`src/rtl/tdm_demux21.sv`:
```
// rtl/tdm_demux21.sv - receive-side TDM 2:1 de-interleaver with A/B pair re-assembly
//
// Purpose:
//   Splits a shared line carrying channel A (s=0) and channel B (s=1)
//   samples into two registered outputs, re-assembles A-then-B pairs, and
//   flags alternation errors (orphan B, repeated A).
//
// Optional feature macro: TDM_DEMUX_ERRCNT_EN
//   When defined, adds ecnt (saturating err count) and sticky_err.
//
// Ports:
//   clk        in   rising-edge clock
//   rst        in   synchronous active-high reset
//   d          in   [WIDTH-1:0] shared-line sample
//   dv         in   d/s valid this cycle
//   s          in   channel tag, 0 = A, 1 = B
//   ya, yb     out  [WIDTH-1:0] last A / B sample
//   va, vb     out  1-cycle strobes: ya / yb updated
//   pa, pb     out  [WIDTH-1:0] paired A / B sample
//   pv         out  1-cycle strobe: pa/pb hold a complete pair
//   err        out  1-cycle strobe: alternation violation
//   pcnt       out  [CNT_W-1:0] completed-pair count, saturating
//   ecnt       out  [CNT_W-1:0] err strobe count, saturating (macro only)
//   sticky_err out  set by any err, cleared by rst (macro only)

module tdm_demux21 #(
  parameter int WIDTH = 8,
  parameter int CNT_W = 16
) (
  input  logic             clk,
  input  logic             rst,
  input  logic [WIDTH-1:0] d,
  input  logic             dv,
  input  logic             s,
  output logic [WIDTH-1:0] ya,
  output logic [WIDTH-1:0] yb,
  output logic             va,
  output logic             vb,
  output logic [WIDTH-1:0] pa,
  output logic [WIDTH-1:0] pb,
  output logic             pv,
  output logic             err,
  output logic [CNT_W-1:0] pcnt
`ifdef TDM_DEMUX_ERRCNT_EN
  ,
  output logic [CNT_W-1:0] ecnt,
  output logic             sticky_err
`endif
);

  typedef enum logic {
    EXP_A = 1'b0,
    EXP_B = 1'b1
  } state_t;

  state_t           state;
  state_t           state_nxt;
  logic [WIDTH-1:0] held_a;

  // Decoded sample kinds for this cycle.
  logic take_a;
  logic take_b;
  assign take_a = dv & ~s;
  assign take_b = dv & s;

  // Next-cycle values of the registered outputs.
  logic [WIDTH-1:0] ya_nxt;
  logic [WIDTH-1:0] yb_nxt;
  logic [WIDTH-1:0] pa_nxt;
  logic [WIDTH-1:0] pb_nxt;
  logic             va_nxt;
  logic             vb_nxt;
  logic             pv_nxt;
  logic             err_nxt;
  logic [CNT_W-1:0] pcnt_nxt;

  // ---------------------------------------------------------------------------
  // State register (plus the held A sample that belongs to EXP_B)
  // ---------------------------------------------------------------------------
  always_ff @(posedge clk) begin
    if (rst) begin
      state  <= EXP_A;
      held_a <= '0;
    end else begin
      state <= state_nxt;
      // A repeated A simply replaces the held one, so every A is captured.
      if (take_a) begin
        held_a <= d;
      end
    end
  end

  // ---------------------------------------------------------------------------
  // Next-state logic
  // ---------------------------------------------------------------------------
  always_comb begin
    state_nxt = state;
    case (state)
      EXP_A: begin
        if (take_a) begin
          state_nxt = EXP_B;
        end
      end
      EXP_B: begin
        if (take_b) begin
          state_nxt = EXP_A;
        end
      end
      default: state_nxt = EXP_A;
    endcase
  end

  // ---------------------------------------------------------------------------
  // Output logic (computes what the output registers load next)
  // ---------------------------------------------------------------------------
  always_comb begin
    ya_nxt   = ya;
    yb_nxt   = yb;
    pa_nxt   = pa;
    pb_nxt   = pb;
    va_nxt   = 1'b0;
    vb_nxt   = 1'b0;
    pv_nxt   = 1'b0;
    err_nxt  = 1'b0;
    pcnt_nxt = pcnt;

    // Steering does not depend on the FSM: every tagged sample lands on
    // its own channel output, even when it also raises err.
    if (take_a) begin
      ya_nxt = d;
      va_nxt = 1'b1;
    end
    if (take_b) begin
      yb_nxt = d;
      vb_nxt = 1'b1;
    end

    case (state)
      EXP_A: begin
        if (take_b) begin
          err_nxt = 1'b1;
        end
      end
      EXP_B: begin
        if (take_b) begin
          pa_nxt = held_a;
          pb_nxt = d;
          pv_nxt = 1'b1;
          if (!(&pcnt)) begin
            pcnt_nxt = pcnt + CNT_W'(1);
          end
        end else if (take_a) begin
          err_nxt = 1'b1;
        end
      end
      default: begin
        err_nxt = 1'b0;
      end
    endcase
  end

  // ---------------------------------------------------------------------------
  // Output registers
  // ---------------------------------------------------------------------------
  always_ff @(posedge clk) begin
    if (rst) begin
      ya   <= '0;
      yb   <= '0;
      pa   <= '0;
      pb   <= '0;
      va   <= 1'b0;
      vb   <= 1'b0;
      pv   <= 1'b0;
      err  <= 1'b0;
      pcnt <= '0;
    end else begin
      ya   <= ya_nxt;
      yb   <= yb_nxt;
      pa   <= pa_nxt;
      pb   <= pb_nxt;
      va   <= va_nxt;
      vb   <= vb_nxt;
      pv   <= pv_nxt;
      err  <= err_nxt;
      pcnt <= pcnt_nxt;
    end
  end

`ifdef TDM_DEMUX_ERRCNT_EN
  // Error accounting tracks err_nxt so ecnt/sticky_err move in the same
  // cycle as the err strobe they account for.
  always_ff @(posedge clk) begin
    if (rst) begin
      ecnt       <= '0;
      sticky_err <= 1'b0;
    end else if (err_nxt) begin
      sticky_err <= 1'b1;
      if (!(&ecnt)) begin
        ecnt <= ecnt + CNT_W'(1);
      end
    end
  end
`endif

endmodule

```
`config.mk`:
```
export PLATFORM = sky130hd
export DESIGN_NAME = tdm_demux21
export DESIGN_NICKNAME = d
export VERILOG_FILES = /design/src/rtl/tdm_demux21.sv
export SDC_FILE = /design/constraint.sdc
export NUM_CORES = 1
export LEC_CHECK = 0
export ABC_AREA = 1
export BUFFER_PORTS_ARGS = -buffer_cell sky130_fd_sc_hd__buf_2
export CORE_MARGIN = 8
export CORE_UTILIZATION = 50
export DETAILED_ROUTE_END_ITERATION = 10
export PLACE_DENSITY_LB_ADDON = 0.25
export SLEW_MARGIN = 40
export SYNTH_ARGS = -nofsm -noshare
export SYNTH_HDL_FRONTEND = slang
export SYNTH_SLANG_ARGS = --single-unit
```
`constraint.sdc`:
```
create_clock -name clk -period 1.55 [get_ports clk]
set_input_delay 0.2325 -clock clk [delete_from_list [all_inputs] [get_ports clk]]
set_output_delay 0.2325 -clock clk [all_outputs]
set_load 0.02 [all_outputs]
```
; ---- Yosys cells after proc, flatten, opt, wreduce, memory -nomap -nowiden
; Cells that the tools add are included.
[word_totals]
word_cells = 26
out_inout_bits = 52
input_bits = 12
ff_bits = 53
[op_classes]
muxes = 6
reduce_logical = 4
bitwise = 5
addsub = 1
[op_table]
columns = op, n
row1 = "adder 16 x 1 -> 16 bit, second input constant", 1
row2 = AND reduction 16 bit, 1
row3 = 2-to-1 mux 1 bit, 4
row4 = one-hot mux 1 bit (2 select lines), 2
row5 = NOT 1 bit, 3
row6 = AND reduction 3 bit, 1
row7 = bitwise AND 1 bit, 2
row8 = AND reduction 2 bit, 1
row9 = OR reduction 2 bit, 1

; ---- Depth between registers and ports, before layout
; Gate-level depths: netlist of the first run.
[logic_depth]
word_depth = 5
ltp_mapped = 10
ltp_nobuf = 10

; ---- Least setup slack after synthesis of the first run
; OpenSTA, ideal clock, no wires.
[synth_timing]
path_type = register to register
from = reg pcnt[0]
to = reg pcnt[11]
path_buffers = 1
t_arrival_ns = 1.465
setup_slack_ns = -0.047
setup_time_ns = 0.132
synth_period_minus_slack_ns = 1.597
required_ns = 1.418
stages_incl_launch_ff = 10
cell_sequence = dfxtp_1 > ha_1 > nand2_1 > nor2_1 > nand2_1 > nor2_4 > nor2_4 > buf_6 > nand2_1 > a21oi_2
[synth_via]
elab_chain_cells = 3
word_cells_on_any_way = 4
cone_classes = 1 x add/sub / 1 x bitwise / 2 x reduce/logical
[synth_lines]
columns = element, line
row1 = from (decl), 43  ; output logic [CNT_W-1:0] pcnt
row2 = from (signal assigned), 185  ; pcnt <= pcnt_nxt;
row3 = "parallel branches: the longest is 3 deep, another holds adder 16 x 1 -> 16 bit", --
; Several ways; the timed one is not identified.
; A chain may end at the register's enable or synchronous reset.

; ---- Final worst setup path of the first run
[layout_timing]
from = reg pcnt[1]
to = reg pcnt[13]
; The elaborated chain is that of the path after synthesis.

==> flow_metrics.env, run 1 <==
export IMPL_status="complete, no violations"
export IMPL_antenna_found_initial=0
export IMPL_start_util_pct=51.5
export IMPL_dp_hpwl_um=4140
export IMPL_row_count=24
export IMPL_core_um2=4320
export IMPL_cp_max_fo=13
export IMPL_worstPathRequired_ps=1750
export IMPL_routed_wl_um=5530
export IMPL_drt_vias_per_instance=4.94
export IMPL_cts_reportedPaths_clkPinSlew_ps=90
export IMPL_placed_cell_area_um2=2600
export IMPL_dp_slack_ps=50.1
export IMPL_grt_pass1_vias=1992
export IMPL_fmax_mhz=703
export IMPL_syn2layout_area_growth_pct=20.8
export IMPL_powerDensity_nw_per_um2=894
export IMPL_fin_crit_sh_pct=91.8
export IMPL_io_buffers=63
export IMPL_syn_area_um2=2230
export IMPL_via_count=2094
export IMPL_yosysSeqAreaShare_pct=47.6
export IMPL_ir_drop_uv=708
export IMPL_syn_area_per_cell_um2=7.31
export IMPL_track_usage_pct=17.2
export IMPL_slew_viol_final=0
export IMPL_final_util_pct=62.2
export IMPL_cts_tree="yes"
export IMPL_crit_path_end_kind="flip-flop"
export IMPL_cts_inserted_buffers=5
export IMPL_crit_path_start_kind="flip-flop"
export IMPL_drt_iter0_drc=69
export IMPL_synth_area_leaders="dfxtp_1 48%, nand2_1 14%, nor2_1 10%"
export IMPL_r2r_slack_ps=130
export IMPL_hold_violations=0
export IMPL_drive_gt1_share_pct=25.0
export IMPL_die_h_um=82.8
export IMPL_whs_ps=196
export IMPL_die_w_um=82.8
export IMPL_cts_hold_buffers=0
export IMPL_tightest_slew_ps=512
export IMPL_path_class="flip-flop to flip-flop"
export IMPL_worstReg2RegEnd="pcnt[13]"
export IMPL_n_fill_cell=427
export IMPL_cts_root_buf="clkbuf_8"
export IMPL_wl_per_cell_um=13.0
export IMPL_layout_setup_ws_ps=128
export IMPL_gr_total_overflow=0
export IMPL_power_mw=2.41
export IMPL_clk_latency_ps=300
export IMPL_grt_max_degree=29
export IMPL_dp_cells=416
export IMPL_p_leak_nw=1.22
export IMPL_arrival_ps=1630
export IMPL_finalSetupTns_ps=0
export IMPL_grt_pass1_wl_um=9180
export IMPL_ys_ff_latch=53
export IMPL_cp_endpoint="pcnt[13]"
export IMPL_yosysTopAreaCellShare_pct=47.6
export IMPL_regToRegStartpoint="pcnt[1]"
export IMPL_clockBufferDepth=2
export IMPL_min_path_type="input port to flip-flop"
export IMPL_gp_congestion=0.794
export IMPL_synth_cell_types=27
export IMPL_syn_instance_count=305
export IMPL_drc=0
export IMPL_slew_headroom_pct=65.7
export IMPL_yosys_warnings=0
export IMPL_htree_levels=2
export IMPL_finalSetupViolations=0
export IMPL_cts_sinks=53
export IMPL_reg2regPathDepth=9
export IMPL_dieArea_um2=6850
export IMPL_final_cell_mix="80 x nand2_1, 63 x buf_2, 59 x nor2_1"
export IMPL_first_pass_iters=5
export IMPL_rsz0062_at_grt="no"
export IMPL_post_cts_buffers=0
export IMPL_yosysTopAreaCell="dfxtp_1"
export IMPL_fin_nets=384
export IMPL_antenna_cells=0
export IMPL_stdcell_count=424
export IMPL_maxCapViolations=0
export IMPL_fin_area_um2=2690
export IMPL_syn_nets=318
export IMPL_postRouteAntennaNets=0
export IMPL_final_common_cell="nand2_1"
export IMPL_startpoint="pcnt[1]"
export IMPL_fin_skew_ps=4.92
export IMPL_io_pins=64
export IMPL_postCtsResizedCells=0
export IMPL_fin_crit_ps=1420
## critical path, stage by stage (launching register included)
cell and delay, ps:
dfxtp_4 370, ha_2 190, nand2_1 80, nor2_2 40, nand2_2 120, nor2_4 60, nor2_4 260, nand3_1 110
nand2_1 70, nor2_1 40
## final cells by class
| class | instances | area (um2) | share of cell area (%) |
|---|---|---|---|
| repair buffers | 69 | 360 | 13.4 |
| multi-input cells | 221 | 1030 | 38.4 |
| clock inverters | 1 | 7.51 | 0.279 |
| inverters | 21 | 83.8 | 3.11 |
| flip-flops and latches | 53 | 1070 | 39.6 |
| clock buffers | 7 | 76.3 | 2.84 |
| well taps | 52 | 65.1 | 2.42 |
## state kept, by name (all words and copies together), names as in the netlist, named ones only
name,count
yb,8
err,1
pcnt,16
pv,1
pa,8
pb,8
vb,1
ya,8
va,1
## per-layer routing
metal | GRT usage, % | wire (um) | vias to the layer above
li1 | - | - | 1096
met1 | 19.3 | 2390 | 946
met2 | 29.8 | 2660 | 48
met3 | 6.28 | 426 | 4
met4 | 5.17 | 54 | 0
met5 | 0 | 0 | -
## synth_stat cells (all sizes together)
cell,number
clkinv,1
inv,20
o211ai,1
o21ai,20
nor2,64
ha,1
nand2,86
buf,5
a21oi,27
clkbuf,5
nand3,11
nand3b,1
nand4,3
xnor2,1
dfxtp,53
nor3,1
xor2,4
a31oi,1
## kinds of logic after synthesis
family | Yosys count | synth area share (%)
AND/OR/NAND/NOR | 166 | 31.9
adder cells (fa/ha/maj) | 1 | 0.561
AO/OA/AOI/OAI | 49 | 11.5
flip-flops | 53 | 47.6
XOR/XNOR | 5 | 1.97
buffers and inverters | 31 | 6.40
## report_power, final
group	switching, mW	leakage (nW)	internal, mW	total (mW)
registers	0.0225	0.432	1.40	1.42
clock network	0.439	0.0385	0.321	0.760
logic	0.154	0.745	0.0704	0.224
total	0.616	1.22	1.79	2.41
## worst min-delay path by stage
stage | startpoint | endpoint | cells past startpoint
after CTS | d[7] | ya[7] | 3
after detailed placement | pb[0] | pb[0] | 2
after global placement | pb[5] | pb[5] | 2
final | d[7] | ya[7] | 3
after global routing | d[7] | pb[7] | 3
after floorplan | d[0] | ya[0] | 2
Note: power is estimated with default switching activity, not from simulation.
==> inputs of run 2 (changes only) <==
--- a/config.mk
+++ b/config.mk
@@ -11,6 +11,7 @@
 export CORE_UTILIZATION = 50
 export DETAILED_ROUTE_END_ITERATION = 10
 export PLACE_DENSITY_LB_ADDON = 0.25
+export SETUP_SLACK_MARGIN = 0.15
 export SLEW_MARGIN = 40
 export SYNTH_ARGS = -nofsm -noshare
 export SYNTH_HDL_FRONTEND = slang
==> flow_metrics.env, run 2 (synthesized netlist as in run 1, its figures left out) <==
export IMPL_status="complete, no violations"
export IMPL_die_w_um=82.8
export IMPL_drt_iter0_drc=110
export IMPL_cts_tree="yes"
export IMPL_fin_crit_ps=1400
export IMPL_reg2regPathDepth=9
export IMPL_postRouteAntennaNets=0
export IMPL_grt_pass1_wl_um=9260
export IMPL_gr_total_overflow=0
export IMPL_stdcell_count=430
export IMPL_power_frac_comb_pct=9.1
export IMPL_min_path_type="input port to flip-flop"
export IMPL_largest_register_ffs=16
export IMPL_ff_latch_area_um2=1080
export IMPL_crit_path_start_kind="flip-flop"
export IMPL_wl_per_cell_um=13.4
export IMPL_ir_drop_uv=535
export IMPL_htree_levels=2
export IMPL_final_cell_mix="79 x nand2_1, 63 x buf_2, 57 x nor2_1"
export IMPL_drive_gt1_share_pct=30.4
export IMPL_p_leak_nw=1.29
export IMPL_cts_inserted_buffers=5
export IMPL_cts_reportedPaths_clkPinSlew_ps=100
export IMPL_hold_depth=3
export IMPL_maxCapViolations=0
export IMPL_pwr_share_seq_pct=56.1
export IMPL_antenna_cells=0
export IMPL_power_mw=2.53
export IMPL_track_usage_pct=17.5
export IMPL_arrival_ps=1610
export IMPL_first_pass_iters=5
export IMPL_dp_hpwl_um=4180
export IMPL_hold_violations=0
export IMPL_row_count=24
export IMPL_whs_ps=179
export IMPL_io_buffers=63
export IMPL_grt_pass1_vias=2105
export IMPL_fin_area_um2=2840
export IMPL_die_h_um=82.8
export IMPL_worstPathRequired_ps=1760
export IMPL_start_util_pct=51.5
export IMPL_clk_latency_ps=310
export IMPL_cts_root_buf="clkbuf_8"
export IMPL_sw_frac_of_total_pct=25.5
export IMPL_syn2layout_area_growth_pct=27.5
export IMPL_final_common_cell="nand2_1"
export IMPL_fin_nets=390
export IMPL_p_int_mw=1.88
export IMPL_slew_headroom_pct=58.2
export IMPL_cts_sinks=53
export IMPL_powerDensity_nw_per_um2=890
export IMPL_fin_skew_ps=8.24
export IMPL_slew_viol_final=0
export IMPL_fmax_mhz=717
export IMPL_gp_congestion=0.802
export IMPL_regMostFlops="pcnt"
export IMPL_finalSetupTns_ps=0
export IMPL_io_pins=64
export IMPL_placed_cell_area_um2=2620
export IMPL_n_fill_cell=372
export IMPL_dp_cells=416
export IMPL_drt_vias_per_instance=5.07
export IMPL_rsz0062_at_grt="yes"
export IMPL_grt_max_degree=29
export IMPL_clockPowerShare_pct=34.7
export IMPL_cp_max_fo=7
export IMPL_drc=0
export IMPL_clockBufferDepth=2
export IMPL_crit_path_end_kind="flip-flop"
export IMPL_fin_crit_sh_pct=90.0
export IMPL_core_um2=4320
export IMPL_finalSetupViolations=0
export IMPL_antenna_found_initial=0
export IMPL_power_switching_mw=0.645
export IMPL_dieArea_um2=6850
export IMPL_routed_wl_um=5770
export IMPL_via_count=2180
export IMPL_tightest_slew_ps=626
export IMPL_multi_input_area_um2=1070
export IMPL_path_class="flip-flop to flip-flop"
## run 2: changes by cell type in the layout (fill, tap and decap cells not counted), moves of 2 or more
cell      before  now
buf_4          6   10
clkbuf_1       2    0
clkbuf_8       5    7
dfxtp_1       51   44
dfxtp_2        1    5
dfxtp_4        1    4
nand3_1       11    9
nand3_2        0    2
nor2_1        59   57
nor2_2         1    3
## run 2: power groups by stage
stage	registers (mW)	clock network (mW)	logic, mW
6_report	1.42	0.878	0.231
5_1_grt	1.42	0.945	0.253
4_1_cts	1.42	0.894	0.229
3_5_place_dp	1.45	0	0.223
3_3_place_gp	1.46	0	0.220
2_1_floorplan	1.50	0	0.0906
## run 2: stage by stage
step	util (%)	worst slack [ps]
2_1_floorplan	-	154
5_1_grt	65.7	57.3
3_3_place_gp	60.6	127
6_report	65.7	155
4_1_cts	64.0	156
3_5_place_dp	60.6	118
## run 2: repair_timing
item                       4_1_cts  5_1_grt
pin swaps                        3        3
hold endpoints to repair         0        0
resized for setup                4       12
setup endpoints to repair       11       15
hold buffers                     0        0
gates cloned                     0        1
buffers inserted                 3        2
## run 2: cell type report
| type | count | share of cell area (%) |
|---|---|---|
| multi-input combinational | 221 | 37.6 |
| clock inverter | 1 | 0.308 |
| tap | 52 | 2.29 |
| timing repair buffer | 75 | 15.3 |
| inverter | 21 | 2.95 |
| sequential | 53 | 38.1 |
| clock buffer | 7 | 3.39 |
## run 2: path summary, 6_finish.rpt
kind | slack (ps) | end | startpoint
max | 150 | pcnt[13] | pcnt[0]
min | 180 | ya[6] | d[6]
max reg2reg | 150 | pcnt[13] | pcnt[0]
min reg2reg | 470 | pb[3] | pb[3]
## run 2: worst max-delay path: stages (launching register included)
cell	delay, ps
dfxtp_4	370
ha_4	140
nand2_1	50
nor2_1	110
nand2_2	120
nor2_4	130
nor2_4	70
buf_12	130
a21oi_1	120
nor2_1	60
## run 2: metal layers
layer	up-vias	GRT usage, %	wire, um
li1	1104	-	-
met3	11	5.52	371
met4	0	8.10	119
met1	994	19.1	2400
met2	71	30.1	2870
met5	-	0	0
